--- src/rtl/data_mem_responder.sv ---
`default_nettype none
// ============================================================================
//  Module   : data_mem_responder
//  Purpose  : Byte-addressed data memory that answers one-word requests from a
//             control unit. A word is moved one byte per cycle (big-endian),
//             then a one-cycle Ready pulse reports completion. A bad request
//             (both strobes, misaligned or out-of-range address) is answered
//             with a Ready+Err pulse and has no side effects.
//  Ports    : CLK     - system clock, rising edge
//             RST     - asynchronous active-high reset
//             mRD     - active-low read strobe
//             mWR     - active-low write strobe
//             DAddr   - byte address of the word access
//             DataIn  - write data
//             DataOut - registered read data (only ever a complete word)
//             Ready   - one-cycle completion pulse
//             Busy    - high while a transfer is in progress
//             Err     - one-cycle error pulse, coincident with Ready
//  Revision : 1.0 - initial release
// ============================================================================
module data_mem_responder #(
    parameter int ADDR_BITS = 7
) (
    input  logic        CLK,
    input  logic        RST,
    input  logic        mRD,
    input  logic        mWR,
    input  logic [31:0] DAddr,
    input  logic [31:0] DataIn,
    output logic [31:0] DataOut,
    output logic        Ready,
    output logic        Busy,
    output logic        Err
);

    localparam int c_DEPTH = 1 << ADDR_BITS;

    localparam logic [1:0] c_IDLE = 2'd0;
    localparam logic [1:0] c_XFER = 2'd1;
    localparam logic [1:0] c_DONE = 2'd2;
    localparam logic [1:0] c_ERR  = 2'd3;

    // Storage starts at zero and is deliberately outside the reset domain.
    logic [7:0] r_mem [0:c_DEPTH-1] = '{default: 8'h00};

    logic [1:0]           r_state;
    logic [1:0]           r_cnt;
    logic                 r_armed;
    logic                 r_is_wr;
    logic [ADDR_BITS-3:0] r_word;    // word index; byte offset comes from r_cnt
    logic [31:0]          r_wdata;
    logic [23:0]          r_shadow;  // first three read bytes; the last joins at DONE

    logic                 w_req;
    logic                 w_bad;
    logic [ADDR_BITS-1:0] w_byte_addr;
    logic [7:0]           w_wbyte;
    logic [7:0]           w_rbyte;

    assign w_req       = ~mRD | ~mWR;
    assign w_bad       = (~mRD & ~mWR) | (|DAddr[1:0]) | (|DAddr[31:ADDR_BITS]);
    assign w_byte_addr = {r_word, r_cnt};
    assign w_rbyte     = r_mem[w_byte_addr];

    // Big-endian: byte offset 0 carries the most significant byte.
    always_comb begin
        w_wbyte = r_wdata[7:0];
        case (r_cnt)
            2'd0:    w_wbyte = r_wdata[31:24];
            2'd1:    w_wbyte = r_wdata[23:16];
            2'd2:    w_wbyte = r_wdata[15:8];
            default: w_wbyte = r_wdata[7:0];
        endcase
    end

    // Reset drops the FSM out of XFER immediately, so no byte is written
    // after a reset even though this block itself has no reset.
    always_ff @(posedge CLK) begin
        if (r_state == c_XFER && r_is_wr) begin
            r_mem[w_byte_addr] <= w_wbyte;
        end
    end

    always_ff @(posedge CLK or posedge RST) begin
        if (RST) begin
            r_state  <= c_IDLE;
            r_cnt    <= 2'd0;
            r_armed  <= 1'b1;
            r_is_wr  <= 1'b0;
            r_word   <= '0;
            r_wdata  <= 32'd0;
            r_shadow <= 24'd0;
            DataOut  <= 32'd0;
            Ready    <= 1'b0;
            Busy     <= 1'b0;
            Err      <= 1'b0;
        end else begin
            Ready <= 1'b0;
            Err   <= 1'b0;

            // Re-arm only once both strobes are seen high, so a strobe held
            // low across completion cannot start a second access.
            if (mRD && mWR) begin
                r_armed <= 1'b1;
            end

            case (r_state)
                c_IDLE: begin
                    if (r_armed && w_req) begin
                        r_armed <= 1'b0;
                        if (w_bad) begin
                            r_state <= c_ERR;
                        end else begin
                            r_state <= c_XFER;
                            r_cnt   <= 2'd0;
                            r_is_wr <= ~mWR;
                            r_word  <= DAddr[ADDR_BITS-1:2];
                            r_wdata <= DataIn;
                            Busy    <= 1'b1;
                        end
                    end
                end
                c_XFER: begin
                    r_cnt <= r_cnt + 2'd1;
                    if (!r_is_wr) begin
                        case (r_cnt)
                            2'd0:    r_shadow[23:16] <= w_rbyte;
                            2'd1:    r_shadow[15:8]  <= w_rbyte;
                            2'd2:    r_shadow[7:0]   <= w_rbyte;
                            default: DataOut         <= {r_shadow, w_rbyte};
                        endcase
                    end
                    if (r_cnt == 2'd3) begin
                        r_state <= c_DONE;
                        Ready   <= 1'b1;
                    end
                end
                c_DONE: begin
                    r_state <= c_IDLE;
                    Busy    <= 1'b0;
                end
                default: begin
                    // Error pulse is registered on leaving ERR: it appears
                    // one cycle after the accept edge.
                    r_state <= c_IDLE;
                    Ready   <= 1'b1;
                    Err     <= 1'b1;
                end
            endcase
        end
    end

endmodule
`default_nettype wire

--- config.mk ---
export PLATFORM = sky130hd
export DESIGN_NAME = data_mem_responder
export DESIGN_NICKNAME = d
export VERILOG_FILES = /design/src/rtl/data_mem_responder.sv
export SDC_FILE = /design/constraint.sdc
export NUM_CORES = 1
export LEC_CHECK = 0
export CELL_PAD_IN_SITES_DETAIL_PLACEMENT = 1
export CELL_PAD_IN_SITES_GLOBAL_PLACEMENT = 1
export CORE_ASPECT_RATIO = 0.7
export CORE_MARGIN = 3
export CORE_UTILIZATION = 26
export CTS_CLUSTER_DIAMETER = 60
export CTS_CLUSTER_SIZE = 12
export DETAILED_ROUTE_END_ITERATION = 8
export GPL_TIMING_DRIVEN = 1
export PLACE_DENSITY_LB_ADDON = 0.1
export SLEW_MARGIN = 20
export SYNTH_ARGS = -nofsm -noshare
export SYNTH_HDL_FRONTEND = slang
export SYNTH_SLANG_ARGS = --single-unit
--- constraint.sdc ---
create_clock -name CLK -period 6.6 [get_ports CLK]
set_clock_uncertainty 0.1 [all_clocks]
set_input_delay 1.32 -clock CLK [delete_from_list [all_inputs] [get_ports CLK]]
set_output_delay 1.32 -clock CLK [all_outputs]
set_load 0.05 [all_outputs]
==> results.cfg <==
[global_route]
grt_pass1_wl_um = 194900
grt_util_met1_pct = 22.88
grt.overflow.total = 0
pin_count_of_the_biggest_net_entering_global_routing = 129
top_usage_layer = met2
vias_in_the_first_global_route = 25030
antenna_violations_before_repair = 12
grt_use_met2_pct = 24.29
gr-usage-met3_pct = 2.314
groute.usage.overall_pct = 15.53

[clock_tree]
cts_buffers = 112
cts_tree = yes
clock_insertion_delay_worst_skew_ns = 0.72
post_cts_resize_count = 0
postCtsSetupBuffers = 0
path_clk_slew_ns = 0.06
tritoncts_num_sinks = 1126
htree_levels = 3
cts_root_buffer = sky130_fd_sc_hd__clkbuf_16
max-clock-path-buffers = 3
cts_hold_buf = 0

[placed_design]
gp_congestion = 0.7312
detailedPlacementHpwl_um = 85160
port_buffers = 102
place_inst = 4823

[job]
cap_violations = 0

[sta]
hold_ws_ns = 0.3967
max_slew_margin_pct = 19.65
timing.setup.tns_ns = 0
rsz0062_at_grt = no
max_freq_mhz = 203.8
drv_slew = 0
report.final.setup_viol = 0
worst_max_slew_pin_slew_ns = 1.190
layout_worst_path_cycle_share_pct = 74.35
hold_viol = 0
final_critical_path_time_including_i_o_delays_and_setup_ns = 4.907

[worst_setup_path]
setup.worst_path.start_class = flop
worstPathArrival_ns = 5.35
worst-endpoint-required_ns = 7.05
critPathMaxFanout = 32
criticalPathCategory = reg -> reg
worst_setup_path_end_kind = flop

[cells_and_area]
n_fill_cell = 17060
finalNonFillerCells = 4991
nets = 2788
multi_input_area_sq_um = 10010
area.growth.synth_to_final_pct = 16.23
layout-drive-gt1-share_pct = 10.95
area.sequential_sq_um = 33310

[logic_synthesis]
syn_inst = 2596
post_synth.cell_area_avg_sq_um = 16.93
yosysSeqAreaShare_pct = 75.77
postSynthNetCount = 2668
synth-seq-cells = 1126
ys_types = 34
mappedNetlistArea_sq_um = 43950
synth-warning-count = 0

[route]
drtAntennaViolNets = 0
route.vias.total = 23700
vias_per_cell = 4.749
drt_pre_antenna_iters = 5
wl_um = 137500
first_iter_violations = 1641
avgRoutedWirePerCell_um = 27.55
drc = 0

[status]
outcome = completed

[die]
boundaryPins = 103
die_h_um = 350.0
die_area_sq_um = 174100
floorplan.core_area_sq_um = 166900
starting_density_of_the_core_pct = 26.34
floorplan.die.width_um = 497.4
row_cnt = 125

[power]
vdd.ir_drop.worst_v = 0.0002701
static-leakage-power_nw = 17.88
power_density_relative_to_cell_area_nw_per_um2 = 390.0

[min_path]
timing.hold.worst.class = reg -> reg
[cell usage after synthesis]
library cell / count / area, sq um
sky130_fd_sc_hd__a21oi_1: 45 / 225.2
sky130_fd_sc_hd__a222oi_1: 8 / 80.08
sky130_fd_sc_hd__a31oi_1: 1 / 6.260
sky130_fd_sc_hd__a41oi_1: 32 / 280.3
sky130_fd_sc_hd__and2_1: 5 / 31.28
sky130_fd_sc_hd__buf_1: 12 / 45.04
sky130_fd_sc_hd__buf_2: 74 / 370.4
sky130_fd_sc_hd__buf_4: 16 / 120.1
sky130_fd_sc_hd__buf_6: 4 / 45.04
sky130_fd_sc_hd__clkbuf_1: 56 / 210.2
sky130_fd_sc_hd__clkbuf_2: 1 / 5.000
sky130_fd_sc_hd__clkinv_1: 1 / 3.750
sky130_fd_sc_hd__dfrtp_1: 101 / 2527
sky130_fd_sc_hd__dfstp_2: 1 / 26.28
sky130_fd_sc_hd__edfxtp_1: 1024 / 30750
sky130_fd_sc_hd__ha_1: 4 / 50.05
sky130_fd_sc_hd__inv_1: 3 / 11.26
sky130_fd_sc_hd__inv_2: 2 / 7.510
sky130_fd_sc_hd__mux2_2: 61 / 686.9
sky130_fd_sc_hd__mux2i_1: 513 / 5135
sky130_fd_sc_hd__nand2_1: 25 / 93.84
sky130_fd_sc_hd__nand2b_1: 4 / 25.02
sky130_fd_sc_hd__nand3_1: 6 / 30.03
sky130_fd_sc_hd__nand4_1: 1 / 6.260
sky130_fd_sc_hd__nor2_1: 182 / 683.2
sky130_fd_sc_hd__nor2b_1: 5 / 31.28
sky130_fd_sc_hd__nor3_1: 3 / 15.01
sky130_fd_sc_hd__nor4_1: 7 / 43.79
sky130_fd_sc_hd__nor4_2: 9 / 112.6
sky130_fd_sc_hd__nor4_4: 1 / 21.27
sky130_fd_sc_hd__o2111ai_1: 1 / 8.760
sky130_fd_sc_hd__o21ai_0: 130 / 650.6
sky130_fd_sc_hd__o22ai_1: 256 / 1602
sky130_fd_sc_hd__or2_2: 2 / 12.51
[area by class of cell]
cell class / instances / area share [%]
Timing Repair Buffer: 169 / 3.390
Tap cell: 2222 / 5.442
Inverter: 6 / 0.04898
Antenna cell: 3 / 0.01469
Multi-Input combinational cell: 1301 / 19.59
Clock buffer: 134 / 5.729
Clock inverter: 30 / 0.5878
Sequential cell: 1126 / 65.20
[path summary, 6_finish.rpt]
path                            startpoint      endpoint  slack (ns)  depth (start not counted)
worst min register to register     r_armed       r_armed        0.40                          2
worst max register to register    r_cnt[0]   r_shadow[7]        1.69                          8
worst min-delay path               r_armed       r_armed        0.40                          2
worst max-delay path              r_cnt[0]   r_shadow[7]        1.69                          8
max in group asynchronous              RST  r_shadow[22]        4.27                          3
min in group asynchronous              RST   r_wdata[10]        0.95                          2
[state kept, by name (all words and copies together) (netlist names), 2 cells and up]
name and flops:
r_shadow 24, r_word 5, r_cnt 2, r_mem 1024, DataOut 32, r_wdata 32
r_state 2
[placed cells by master, fill, tap and decap left out, types with 3 or more instances in the layout]
cell / netlist / final
sky130_fd_sc_hd__edfxtp_1: 1024 / 1024
sky130_fd_sc_hd__mux2i_1: 513 / 513
sky130_fd_sc_hd__o22ai_1: 256 / 256
sky130_fd_sc_hd__nor2_1: 182 / 179
sky130_fd_sc_hd__o21ai_0: 130 / 130
sky130_fd_sc_hd__clkbuf_16: 0 / 113
sky130_fd_sc_hd__clkdlybuf4s50_1: 0 / 102
sky130_fd_sc_hd__dfrtp_1: 101 / 100
sky130_fd_sc_hd__mux2_2: 61 / 61
sky130_fd_sc_hd__buf_4: 16 / 51
sky130_fd_sc_hd__a21oi_1: 45 / 37
sky130_fd_sc_hd__a41oi_1: 32 / 31
sky130_fd_sc_hd__nand2_1: 25 / 22
sky130_fd_sc_hd__clkbuf_1: 56 / 19
sky130_fd_sc_hd__buf_12: 0 / 15
sky130_fd_sc_hd__clkinv_1: 1 / 10
sky130_fd_sc_hd__nor4_2: 9 / 8
sky130_fd_sc_hd__a222oi_1: 8 / 8
sky130_fd_sc_hd__a21oi_4: 0 / 8
sky130_fd_sc_hd__nor4_1: 7 / 6
sky130_fd_sc_hd__and2_1: 5 / 5
sky130_fd_sc_hd__clkinv_2: 0 / 5
sky130_fd_sc_hd__nand3_1: 6 / 4
sky130_fd_sc_hd__ha_1: 4 / 4
sky130_fd_sc_hd__clkinvlp_4: 0 / 4
sky130_fd_sc_hd__diode_2: 0 / 3
sky130_fd_sc_hd__nor3_1: 3 / 3
sky130_fd_sc_hd__nor4_4: 1 / 3
sky130_fd_sc_hd__nor2b_1: 5 / 3
sky130_fd_sc_hd__bufinv_16: 0 / 3
sky130_fd_sc_hd__clkinv_4: 0 / 3
[worst max-delay path: stages (launching register included)]
cell	delay (ns)
sky130_fd_sc_hd__dfrtp_4	0.85
sky130_fd_sc_hd__buf_4	0.64
sky130_fd_sc_hd__buf_4	0.37
sky130_fd_sc_hd__mux2i_1	0.25
sky130_fd_sc_hd__o22ai_1	0.09
sky130_fd_sc_hd__o21ai_0	0.66
sky130_fd_sc_hd__a41oi_1	0.52
sky130_fd_sc_hd__nor4_2	1.02
sky130_fd_sc_hd__a21oi_1	0.14
[routing by layer]
| metal | part of all wire (%) | vias to the layer above |
|---|---|---|
| met1 | 49 | 12660 |
| met5 | 0 | - |
| met4 | 1.7 | 0 |
| met2 | 45 | 393 |
| li1 | - | 10510 |
| met3 | 3.8 | 150 |
[cells by family after synthesis]
group / Yosys count / share of synthesized area, %
mux: 574 / 13.25
fa+ha+maj: 4 / 0.1139
compound gates: 473 / 6.491
flops: 1126 / 75.77
buf+inv: 169 / 1.862
simple gates: 250 / 2.517
[metrics by stage]
step | setup slack [ns] | area, sq um | util, % | total power (W)
floorplan | 0.5347 | 43950 | - | 0.01211
global placement | 1.719 | 47760 | 28.62 | 0.01417
detailed placement | 1.703 | 47830 | 28.66 | 0.01429
CTS | 1.703 | 51060 | 30.59 | 0.02030
global route | 1.638 | 51080 | 30.61 | 0.02078
finish | 1.693 | 51090 | 30.61 | 0.01992
[power by group]
| group | internal, W | total [W] | switching, W |
|---|---|---|---|
| combinational | 0.00150 | 0.00511 | 0.00360 |
| sequential | 0.00877 | 0.00887 | 0.0000967 |
| clock | 0.00323 | 0.00595 | 0.00272 |
| total | 0.0135 | 0.0199 | 0.00642 |
Note: power is estimated with default switching activity, not from simulation.
